File: config.mk
export PLATFORM = sky130hd
export DESIGN_NAME = imem_fetch_ctrl_flat
export DESIGN_NICKNAME = d
export VERILOG_FILES = /design/src/rtl/imem_fetch_ctrl_pkg.sv /design/src/rtl/imem_fetch_ctrl_if.sv /design/src/rtl/imem_fetch_ctrl_fetch_skid_reg.sv /design/src/rtl/imem_fetch_ctrl.sv /design/src/flat_wrapper.sv
export SDC_FILE = /design/constraint.sdc
export NUM_CORES = 1
export LEC_CHECK = 0
export CORE_ASPECT_RATIO = 1.5
export CORE_UTILIZATION = 40
export DETAILED_ROUTE_END_ITERATION = 6
export GPL_ROUTABILITY_DRIVEN = 0
export PLACE_DENSITY = 0.79
export SLEW_MARGIN = 10
export SYNTH_ARGS = -nofsm -noshare
export SYNTH_HDL_FRONTEND = slang
export SYNTH_SLANG_ARGS = --single-unit
File: constraint.sdc
create_clock -name clk -period 6.48 [get_ports clk]
set_input_delay 1.62 -clock clk [delete_from_list [all_inputs] [get_ports clk]]
set_output_delay 1.62 -clock clk [all_outputs]
set_load 0.02 [all_outputs]
File: src/rtl/imem_fetch_ctrl_pkg.sv
// ----------------------------------------------------------------------------
// imem_fetch_ctrl_pkg
// Shared definitions for the instruction fetch sequencer.
//   fetch_state_t  : 2-bit FSM encoding (IDLE=0, RUN=1, HALT=2, FAULT=3),
//                    also the value driven on state_o
//   PKG_RESET_PC   : PC loaded on reset, shared with the rest of the core
//   PKG_HALT_WORD  : default instruction encoding that stops fetch
// ----------------------------------------------------------------------------
package imem_fetch_ctrl_pkg;

    typedef enum logic [1:0] {
        ST_IDLE  = 2'd0,
        ST_RUN   = 2'd1,
        ST_HALT  = 2'd2,
        ST_FAULT = 2'd3
    } fetch_state_t;

    localparam logic [31:0] PKG_RESET_PC  = 32'h0000_0000;
    localparam logic [31:0] PKG_HALT_WORD = 32'hFFFF_FFFF;

endpackage

File: src/rtl/imem_fetch_ctrl_if.sv
// ----------------------------------------------------------------------------
// imem_fetch_ctrl_if
// Bundles the instruction-memory port, the IF/ID handoff toward decode and the
// branch redirect request.
//   imem_addr / imem_instr      : word address out, combinational read data in
//   if_valid / id_ready         : IF/ID handshake
//   if_instr / if_pc            : fetched word and its address
//   redirect_valid / redirect_pc: taken branch/jump target
//
// Handshake: a word moves from fetch to decode on a rising edge where
// if_valid && id_ready. While if_valid is high and id_ready is low the
// producer holds if_instr/if_pc stable. id_ready may depend on nothing from
// this block and may be asserted at any time; if_valid never depends on
// id_ready combinationally.
//
// master = fetch sequencer, slave = memory/decode/branch side.
// ----------------------------------------------------------------------------
interface imem_fetch_ctrl_if #(
    parameter int DW = 32
) ();

    logic [DW-1:0] imem_addr;
    logic [DW-1:0] imem_instr;
    logic          id_ready;
    logic          if_valid;
    logic [DW-1:0] if_instr;
    logic [DW-1:0] if_pc;
    logic          redirect_valid;
    logic [DW-1:0] redirect_pc;

    modport master (
        output imem_addr,
        input  imem_instr,
        input  id_ready,
        output if_valid,
        output if_instr,
        output if_pc,
        input  redirect_valid,
        input  redirect_pc
    );

    modport slave (
        input  imem_addr,
        output imem_instr,
        output id_ready,
        input  if_valid,
        input  if_instr,
        input  if_pc,
        output redirect_valid,
        output redirect_pc
    );

endinterface

File: src/rtl/imem_fetch_ctrl_fetch_skid_reg.sv
// ----------------------------------------------------------------------------
// fetch_skid_reg
// Single-entry valid/ready holding register for the IF/ID word.
//   clk, rst        : clock, asynchronous active-high reset
//   load            : capture d_instr/d_pc this edge (sets valid)
//   flush           : drop the held word (wins over load and drain)
//   ready           : consumer accepts the held word this edge
//   d_instr, d_pc   : word and address to capture
//   valid, instr, pc: registered outputs
// A load on the same edge as a drain replaces the word, so one word per
// cycle flows through when the consumer keeps ready high.
// ----------------------------------------------------------------------------
module fetch_skid_reg #(
    parameter int DW = 32
) (
    input  logic          clk,
    input  logic          rst,
    input  logic          load,
    input  logic          flush,
    input  logic          ready,
    input  logic [DW-1:0] d_instr,
    input  logic [DW-1:0] d_pc,
    output logic          valid,
    output logic [DW-1:0] instr,
    output logic [DW-1:0] pc
);

    always_ff @(posedge clk or posedge rst) begin
        if (rst) begin
            valid <= 1'b0;
            instr <= '0;
            pc    <= '0;
        end else if (flush) begin
            valid <= 1'b0;
        end else if (load) begin
            valid <= 1'b1;
            instr <= d_instr;
            pc    <= d_pc;
        end else if (valid && ready) begin
            valid <= 1'b0;
        end
    end

endmodule

File: src/rtl/imem_fetch_ctrl.sv
// ----------------------------------------------------------------------------
// imem_fetch_ctrl
// Fetch sequencer: owns the PC, drives the word-addressed combinational
// instruction memory and hands fetched words to decode over valid/ready.
//   clk, rst    : clock, asynchronous active-high reset
//   start       : leave IDLE/HALT and begin fetching (ignored in RUN/FAULT)
//   bus         : imem port, IF/ID handshake and redirect (master side)
//   state_o     : current FSM state (IDLE=0, RUN=1, HALT=2, FAULT=3)
//   fault       : high while in FAULT
//   fetch_count : number of completed IF/ID transfers, wraps at 2^DW
// ----------------------------------------------------------------------------
module imem_fetch_ctrl
    import imem_fetch_ctrl_pkg::*;
#(
    parameter int            DW        = 32,
    parameter logic [DW-1:0] RESET_PC  = DW'(PKG_RESET_PC),
    parameter logic [DW-1:0] PC_STEP   = DW'(1),
    parameter logic [DW-1:0] MEM_DEPTH = DW'(1024),
    parameter logic [DW-1:0] HALT_WORD = DW'(PKG_HALT_WORD)
) (
    input  logic                  clk,
    input  logic                  rst,
    input  logic                  start,
    imem_fetch_ctrl_if.master     bus,
    output logic [1:0]            state_o,
    output logic                  fault,
    output logic [DW-1:0]         fetch_count
);

    fetch_state_t  state;
    logic [DW-1:0] pc;
    logic          fault_q;

    logic          if_valid;
    logic [DW-1:0] if_instr;
    logic [DW-1:0] if_pc;

    logic          slot_free;
    logic          run_go;
    logic          advance;
    logic          fault_hit;
    logic          flush;
    logic          xfer_counted;

    // The IF/ID slot can take a new word when empty or being drained now.
    assign slot_free = !if_valid || bus.id_ready;
    assign run_go    = (state == ST_RUN) && !bus.redirect_valid && slot_free;
    assign advance   = run_go && (pc < MEM_DEPTH);
    // Out-of-range PC is only flagged when a fetch would actually happen, so a
    // stalled word ahead of it still gets delivered first.
    assign fault_hit = run_go && (pc >= MEM_DEPTH);

    // Redirect discards the pending word in RUN/HALT; in IDLE the slot is
    // empty and in FAULT redirect is ignored entirely.
    assign flush        = bus.redirect_valid && ((state == ST_RUN) || (state == ST_HALT));
    assign xfer_counted = if_valid && bus.id_ready && !flush;

    fetch_skid_reg #(.DW(DW)) u_skid (
        .clk     (clk),
        .rst     (rst),
        .load    (advance),
        .flush   (flush),
        .ready   (bus.id_ready),
        .d_instr (bus.imem_instr),
        .d_pc    (pc),
        .valid   (if_valid),
        .instr   (if_instr),
        .pc      (if_pc)
    );

    assign bus.imem_addr = pc;
    assign bus.if_valid  = if_valid;
    assign bus.if_instr  = if_instr;
    assign bus.if_pc     = if_pc;
    assign state_o       = state;
    assign fault         = fault_q;

    // PC and control FSM.
    always_ff @(posedge clk or posedge rst) begin
        if (rst) begin
            state   <= ST_IDLE;
            pc      <= RESET_PC;
            fault_q <= 1'b0;
        end else begin
            case (state)
                ST_IDLE, ST_HALT: begin
                    if (bus.redirect_valid) pc <= bus.redirect_pc;
                    if (start) state <= ST_RUN;
                end
                ST_RUN: begin
                    if (bus.redirect_valid) begin
                        pc <= bus.redirect_pc;
                    end else if (advance) begin
                        pc <= pc + PC_STEP;
                        // The halt word is still captured and delivered.
                        if (bus.imem_instr == HALT_WORD) state <= ST_HALT;
                    end else if (fault_hit) begin
                        state   <= ST_FAULT;
                        fault_q <= 1'b1;
                    end
                end
                ST_FAULT: begin
                    // Sticky until reset.
                end
                default: state <= ST_IDLE;
            endcase
        end
    end

    always_ff @(posedge clk or posedge rst) begin
        if (rst) begin
            fetch_count <= '0;
        end else if (xfer_counted) begin
            fetch_count <= fetch_count + DW'(1);
        end
    end

endmodule

File: src/flat_wrapper.sv
// flat-port wrapper written by rule: the top's interface ports become plain ports
module imem_fetch_ctrl_flat import imem_fetch_ctrl_pkg::*;
#(
    parameter int            DW        = 32,
    parameter logic [DW-1:0] RESET_PC  = DW'(PKG_RESET_PC),
    parameter logic [DW-1:0] PC_STEP   = DW'(1),
    parameter logic [DW-1:0] MEM_DEPTH = DW'(1024),
    parameter logic [DW-1:0] HALT_WORD = DW'(PKG_HALT_WORD)
)
  (clk, rst, start, state_o, fault, fetch_count, bus_imem_addr, bus_imem_instr, bus_id_ready, bus_if_valid, bus_if_instr, bus_if_pc, bus_redirect_valid, bus_redirect_pc);
  imem_fetch_ctrl_if #(.DW(DW)) bus_i ();
  input  logic clk;
  input  logic rst;
  input  logic start;
  output logic [1:0] state_o;
  output logic fault;
  output logic [DW-1:0] fetch_count;
  output wire logic [$bits(bus_i.imem_addr)-1:0] bus_imem_addr;
  input wire logic [$bits(bus_i.imem_instr)-1:0] bus_imem_instr;
  input wire logic [$bits(bus_i.id_ready)-1:0] bus_id_ready;
  output wire logic [$bits(bus_i.if_valid)-1:0] bus_if_valid;
  output wire logic [$bits(bus_i.if_instr)-1:0] bus_if_instr;
  output wire logic [$bits(bus_i.if_pc)-1:0] bus_if_pc;
  input wire logic [$bits(bus_i.redirect_valid)-1:0] bus_redirect_valid;
  input wire logic [$bits(bus_i.redirect_pc)-1:0] bus_redirect_pc;
  assign bus_imem_addr = bus_i.imem_addr;
  assign bus_i.imem_instr = bus_imem_instr;
  assign bus_i.id_ready = bus_id_ready;
  assign bus_if_valid = bus_i.if_valid;
  assign bus_if_instr = bus_i.if_instr;
  assign bus_if_pc = bus_i.if_pc;
  assign bus_i.redirect_valid = bus_redirect_valid;
  assign bus_i.redirect_pc = bus_redirect_pc;
  imem_fetch_ctrl #(.DW(DW), .RESET_PC(RESET_PC), .PC_STEP(PC_STEP), .MEM_DEPTH(MEM_DEPTH), .HALT_WORD(HALT_WORD)) u_core (.clk(clk), .rst(rst), .start(start), .bus(bus_i), .state_o(state_o), .fault(fault), .fetch_count(fetch_count));
endmodule
==> flow_summary.json, run 1 <==
{
  "outcome": "finished, final reports clean",
  "critPathLaunchType": "input port",
  "netlist_area_mm2": 0.00573,
  "synth.top_cell.area_share": 0.577,
  "floorplan.initialDensity": 0.409,
  "wire_per_inst_um": 17.1,
  "fin_ws_ps": 2600,
  "drive_gt1_frac": 0.123,
  "syn_inst": 485,
  "syn_nets": 561,
  "avgSynthCellArea_um2": 11.8,
  "fin_setup_tns_ps": 0,
  "rsz0062_at_grt": "no",
  "final_common_cell": "clkdlybuf4s50_1",
  "slew_headroom": 0.252,
  "netlist_top_cells_area": "dfrtp_1 (58%), mux2_2 (7.1%), nand2_1 (4.3%)",
  "clock_sinks": 132,
  "cp-end-kind": "flop",
  "yosysTopAreaCell": "dfrtp_1",
  "antennaDiodeCount": 0,
  "drt_iter0_markers": 174,
  "fp-row-count": 53,
  "fillers": 1156,
  "synth_cell_types": 48,
  "post-route-drc-count": 0,
  "cts_htree_levels": 4,
  "grt_max_degree": 85,
  "area_growth_pct": 48.2,
  "tritoncts": "yes",
  "power_density_mw_per_mm2": 329,
  "hpwl_um": 11200,
  "clk_pin_slew_ps": 50,
  "finalMaxSlewViolations": 0,
  "io_pins": 201,
  "vias": 4564,
  "cts_root_buf": "clkbuf_16",
  "cts_resized": 0,
  "synth_edf_count": 0,
  "antenna_found_initial": 0,
  "hold_path_class": "reg2reg",
  "required_ps": 6740,
  "ys_seq_area_frac": 0.577,
  "arrival_ps": 4140,
  "yosys_warnings": 0,
  "die_area_mm2": 0.0148,
  "cts.path.max_buffers": 2,
  "finalNetCount": 767,
  "fin_skew_ps": 9.12,
  "grt_pass1_vias": 4738,
  "async_flop_share": 1.00,
  "holdBufCountCts": 0,
  "power.leakage_nw": 3.84,
  "via_per_inst": 5.11,
  "drv_cap": 0,
  "ys_ff_latch": 132,
  "cts_inserted_buffers": 17,
  "layout_common_cells": "clkdlybuf4s50_1 (200), dfrtp_1 (132), nand2_1 (66), mux2_2 (36)",
  "tightest_slew_ps": 1120,
  "peakVddDrop_mv": 0.161,
  "grt_first_pass_wirelength_um": 24100,
  "min_period_ps": 3880,
  "core_area_mm2": 0.0140,
  "crit_path_max_fanout": 33,
  "dominantRegCellSynth": "dfrtp_1",
  "grt-ovfl-total": 0,
  "die_x_um": 99.7,
  "post_cts_buffers": 0,
  "min_period_over_period": 0.599,
  "hold_violations": 0,
  "fmax_mhz": 258,
  "numPortBuffers": 200,
  "grt.total_usage": 0.209,
  "setup_viol": 0,
  "insertion_delay_ps": 400,
  "postRouteAntennaNets": 0,
  "drt_first_pass_iters": 4,
  "die_y_um": 149,
  "pre_cts_ws_ps": 2180,
  "finalWirelength_um": 15300,
  "crit_type": "in2reg"
}
-- worst max-delay path: stages --
cell	delay [ps]
clkdlybuf4s50_1	460
nor2b_1	130
buf_4	240
nand2_1	180
or3_1	840
nor2_1	490
a311oi_1	170
-- metrics by stage --
step / hold slack, ps / area [um2] / std cells / util / total power, mW
final: 482 / 8490 / 894 / 0.607 / 2.79
after global routing: 508 / 8490 / 894 / 0.607 / 2.93
after CTS: 488 / 8490 / 894 / 0.607 / 2.81
after detailed placement: 470 / 7930 / 864 / 0.567 / 1.89
after global placement: 462 / 7930 / 864 / 0.567 / 1.86
after floorplan: 582 / 5730 / 485 / - / 1.52
-- state kept, by name (all words and copies together) (netlist names) --
| signal | flops |
|---|---|
| u_core.bus.imem_addr | 32 |
| u_core.fault | 1 |
| u_core.fetch_count | 32 |
| u_core.state_o | 2 |
| u_core.u_skid.instr | 32 |
| u_core.u_skid.pc | 32 |
| u_core.u_skid.valid | 1 |
-- cell usage after synthesis, types with 8 or more instances --
library cell,n
a21oi_1,12
nand2_1,66
xnor2_1,22
and2_1,23
nand4_1,23
dfrtp_1,132
nand3_1,12
mux2_2,36
inv_1,11
xor2_1,9
and3_1,14
nor2_1,23
o22ai_1,8
clkbuf_1,9
-- final timing paths --
path                                        start                      end  slack [ps]  depth (start not counted)
min                        u_core.fetch_count[31]   u_core.fetch_count[31]         480                          1
max reg2reg                     u_core.state_o[1]  u_core.bus.imem_addr[2]        3540                          8
max in group asynchronous                     rst  u_core.u_skid.instr[22]        3610                          3
max                            bus_redirect_valid  u_core.bus.imem_addr[2]        2600                          7
min in group asynchronous                     rst   u_core.fetch_count[11]        1760                          2
min reg2reg                u_core.fetch_count[31]   u_core.fetch_count[31]         480                          1
-- power breakdown --
part | switching, mW | internal, mW | leakage, nW
sequential | 0.156 | 0.928 | 1.75
clock | 0.341 | 0.569 | 0.275
combinational | 0.437 | 0.357 | 1.82
total | 0.935 | 1.85 | 3.84
-- cells by family after synthesis --
| family | Yosys count | synth area share |
|---|---|---|
| compound gates | 50 | 0.0616 |
| xor+xnor | 31 | 0.0474 |
| fa+ha+maj | 7 | 0.0153 |
| buf+inv | 28 | 0.0212 |
| flops | 132 | 0.577 |
| mux | 44 | 0.0904 |
| simple gates | 193 | 0.187 |
-- layer usage --
layer	routed length (um)	global-route usage	vias to the layer above
li1	-	-	2125
met1	5930	0.241	2242
met2	8090	0.364	159
met3	759	0.0517	38
met4	473	0.0956	0
met5	0	0	-
-- cell type report --
type / instances / area, um2 / share of cell area
Tap cell: 192 / 240 / 0.0283
Sequential cell: 132 / 3300 / 0.389
Timing Repair Buffer: 204 / 2030 / 0.239
Clock inverter: 10 / 110 / 0.0130
Multi-Input combinational cell: 325 / 2310 / 0.272
Clock buffer: 20 / 447 / 0.0526
Inverter: 11 / 46.3 / 0.00545
No activity file was read; power rests on OpenSTA's default activity.
==> inputs of run 2 (changes only) <==
==> constraint.sdc (replaced) <==
create_clock -name clk -period 4.05 [get_ports clk]
set_input_delay 1.0125 -clock clk [delete_from_list [all_inputs] [get_ports clk]]
set_output_delay 1.0125 -clock clk [all_outputs]
set_load 0.02 [all_outputs]
==> run 2 against run 1 <==
Against the previous run:
- combinational power rose by 58%
- total power rose by 59%
- design area rose by 0.34%
- clock power rose by 58%
- clock skew rose by 2.2 ps
- highest routed layer unchanged
- first-iteration DRC count rose by 51%
- critical path type unchanged
==> flow_summary.json, run 2 (synthesis gave the netlist of run 1 again) <==
{
  "outcome": "finished, final reports clean",
  "cp-end-kind": "flop",
  "power_frac_comb": 0.283,
  "power.share.switching": 0.344,
  "hpwl_um": 11000,
  "grt_max_degree": 88,
  "p_switching_mw": 1.53,
  "hold_path_class": "reg2reg",
  "layout_common_cells": "clkdlybuf4s50_1 (200), dfrtp_1 (132), nand2_1 (66), mux2_2 (36)",
  "finalMaxSlewViolations": 0,
  "numPortBuffers": 200,
  "fp-row-count": 53,
  "p_int_mw": 2.91,
  "power.leakage_nw": 3.84,
  "cts_htree_levels": 4,
  "die_y_um": 149,
  "area_growth_pct": 48.7,
  "cts_inserted_buffers": 17,
  "final_common_cell": "clkdlybuf4s50_1",
  "wire_per_inst_um": 16.6,
  "rsz0062_at_grt": "no",
  "drt_iter0_markers": 263,
  "crit_type": "in2reg",
  "die_x_um": 99.7,
  "p_clk_frac": 0.325,
  "antennaDiodeCount": 0,
  "hold_violations": 0,
  "power_density_mw_per_mm2": 521,
  "grt-ovfl-total": 0,
  "crit_chain": "clkdlybuf4s50_1 > nor2b_1 > buf_4 > or3_1 > o41ai_4 > a21oi_1 > a21oi_1",
  "core_area_mm2": 0.0140,
  "min_period_over_period": 0.730,
  "die_area_mm2": 0.0148,
  "setup_viol": 0,
  "cts_resized": 0,
  "fmax_mhz": 338,
  "floorplan.initialDensity": 0.409,
  "finalWirelength_um": 14900,
  "cp_slowest_cell": "or3_1",
  "fin_skew_ps": 11.3,
  "drv_cap": 0,
  "grt_first_pass_wirelength_um": 24300,
  "fin_setup_tns_ps": 0,
  "ff2ff_path_depth": 8,
  "whs_ps": 482,
  "pwr-share-seq": 0.392,
  "grt_pass1_vias": 4781,
  "p_total_mw": 4.44,
  "post_cts_buffers": 0,
  "post-route-drc-count": 0,
  "antenna_found_initial": 0,
  "startpoint": "bus_redirect_valid",
  "io_pins": 201,
  "r2r_slack_ps": 1400,
  "postRouteAntennaNets": 0,
  "via_per_inst": 5.07,
  "min_period_ps": 2960,
  "required_ps": 4300,
  "peakVddDrop_mv": 0.314,
  "tritoncts": "yes",
  "grt.total_usage": 0.211,
  "rr_endpoint": "u_core.bus.imem_addr[9]",
  "insertion_delay_ps": 410,
  "drive_gt1_frac": 0.127,
  "r2r_start": "u_core.state_o[1]",
  "holdBufCountCts": 0,
  "finalNetCount": 769,
  "crit_end": "u_core.bus.imem_addr[9]",
  "crit_path_max_fanout": 23,
  "drt_first_pass_iters": 4,
  "cpPeakStageDelay_ps": 680,
  "crit_top_cell": "a21oi_1",
  "slew_headroom": 0.459,
  "cts.path.max_buffers": 2,
  "vias": 4557,
  "clock_sinks": 132,
  "clk_pin_slew_ps": 50,
  "critPathLaunchType": "input port",
  "arrival_ps": 3200,
  "cts_root_buf": "clkbuf_16",
  "tightest_slew_ps": 811
}
run 2: cell types whose count changed in the layout (fill, tap and decap cells not counted), sizes merged:
cell,before,now
clkinv,7,4
bufinv,2,1
clkbuf,20,19
clkinvlp,1,5
inv,11,14
buf,4,6
run 2: final cells by class:
cell class | instances | area (um2)
Fill cell | 1157 | 5480
Sequential cell | 132 | 3300
Multi-Input combinational cell | 325 | 2310
Timing Repair Buffer | 206 | 2060
Clock buffer | 19 | 433
Tap cell | 192 | 240
Clock inverter | 13 | 126
Inverter | 11 | 45.0
run 2: layer usage:
layer  share of wire  track usage  vias to the layer above
li1                -            -                     2141
met1            0.39        0.241                     2242
met2            0.53        0.368                      151
met3           0.056       0.0597                       23
met4           0.023       0.0904                        0
met5               0            0                        -
run 2: metrics by stage:
stage / cells / setup slack [ps] / utilization / instance area (um2)
final: 898 / 1090 / 0.609 / 8520
after global routing: 898 / 869 / 0.609 / 8520
after CTS: 898 / 1080 / 0.609 / 8520
after detailed placement: 866 / 639 / 0.569 / 7960
after global placement: 866 / 738 / 0.569 / 7960
after floorplan: 485 / 1400 / - / 5730
run 2: how the worst min path moves through the flow:
stage,from,end,cells past startpoint
floorplan,u_core.fetch_count[31],u_core.fetch_count[31],1
global placement,u_core.fetch_count[31],u_core.fetch_count[31],1
detailed placement,u_core.u_skid.pc[15],u_core.u_skid.pc[15],1
CTS,u_core.u_skid.pc[15],u_core.u_skid.pc[15],1
global route,u_core.u_skid.pc[12],u_core.u_skid.pc[12],1
finish,u_core.fetch_count[31],u_core.fetch_count[31],1
run 2: power by group through the flow:
stage | sequential, mW | clock (mW) | combinational (mW)
finish | 1.74 | 1.44 | 1.26
CTS | 1.74 | 1.48 | 1.26
detailed placement | 1.76 | 0 | 1.26
global route | 1.77 | 1.54 | 1.37
floorplan | 1.89 | 0 | 0.540
global placement | 1.75 | 0 | 1.23
run 2: critical path: cells and delay by family:
family | cells | cell delay, ps
simple gates | 2 | 850
compound gates | 3 | 630
buf+inv | 2 | 710
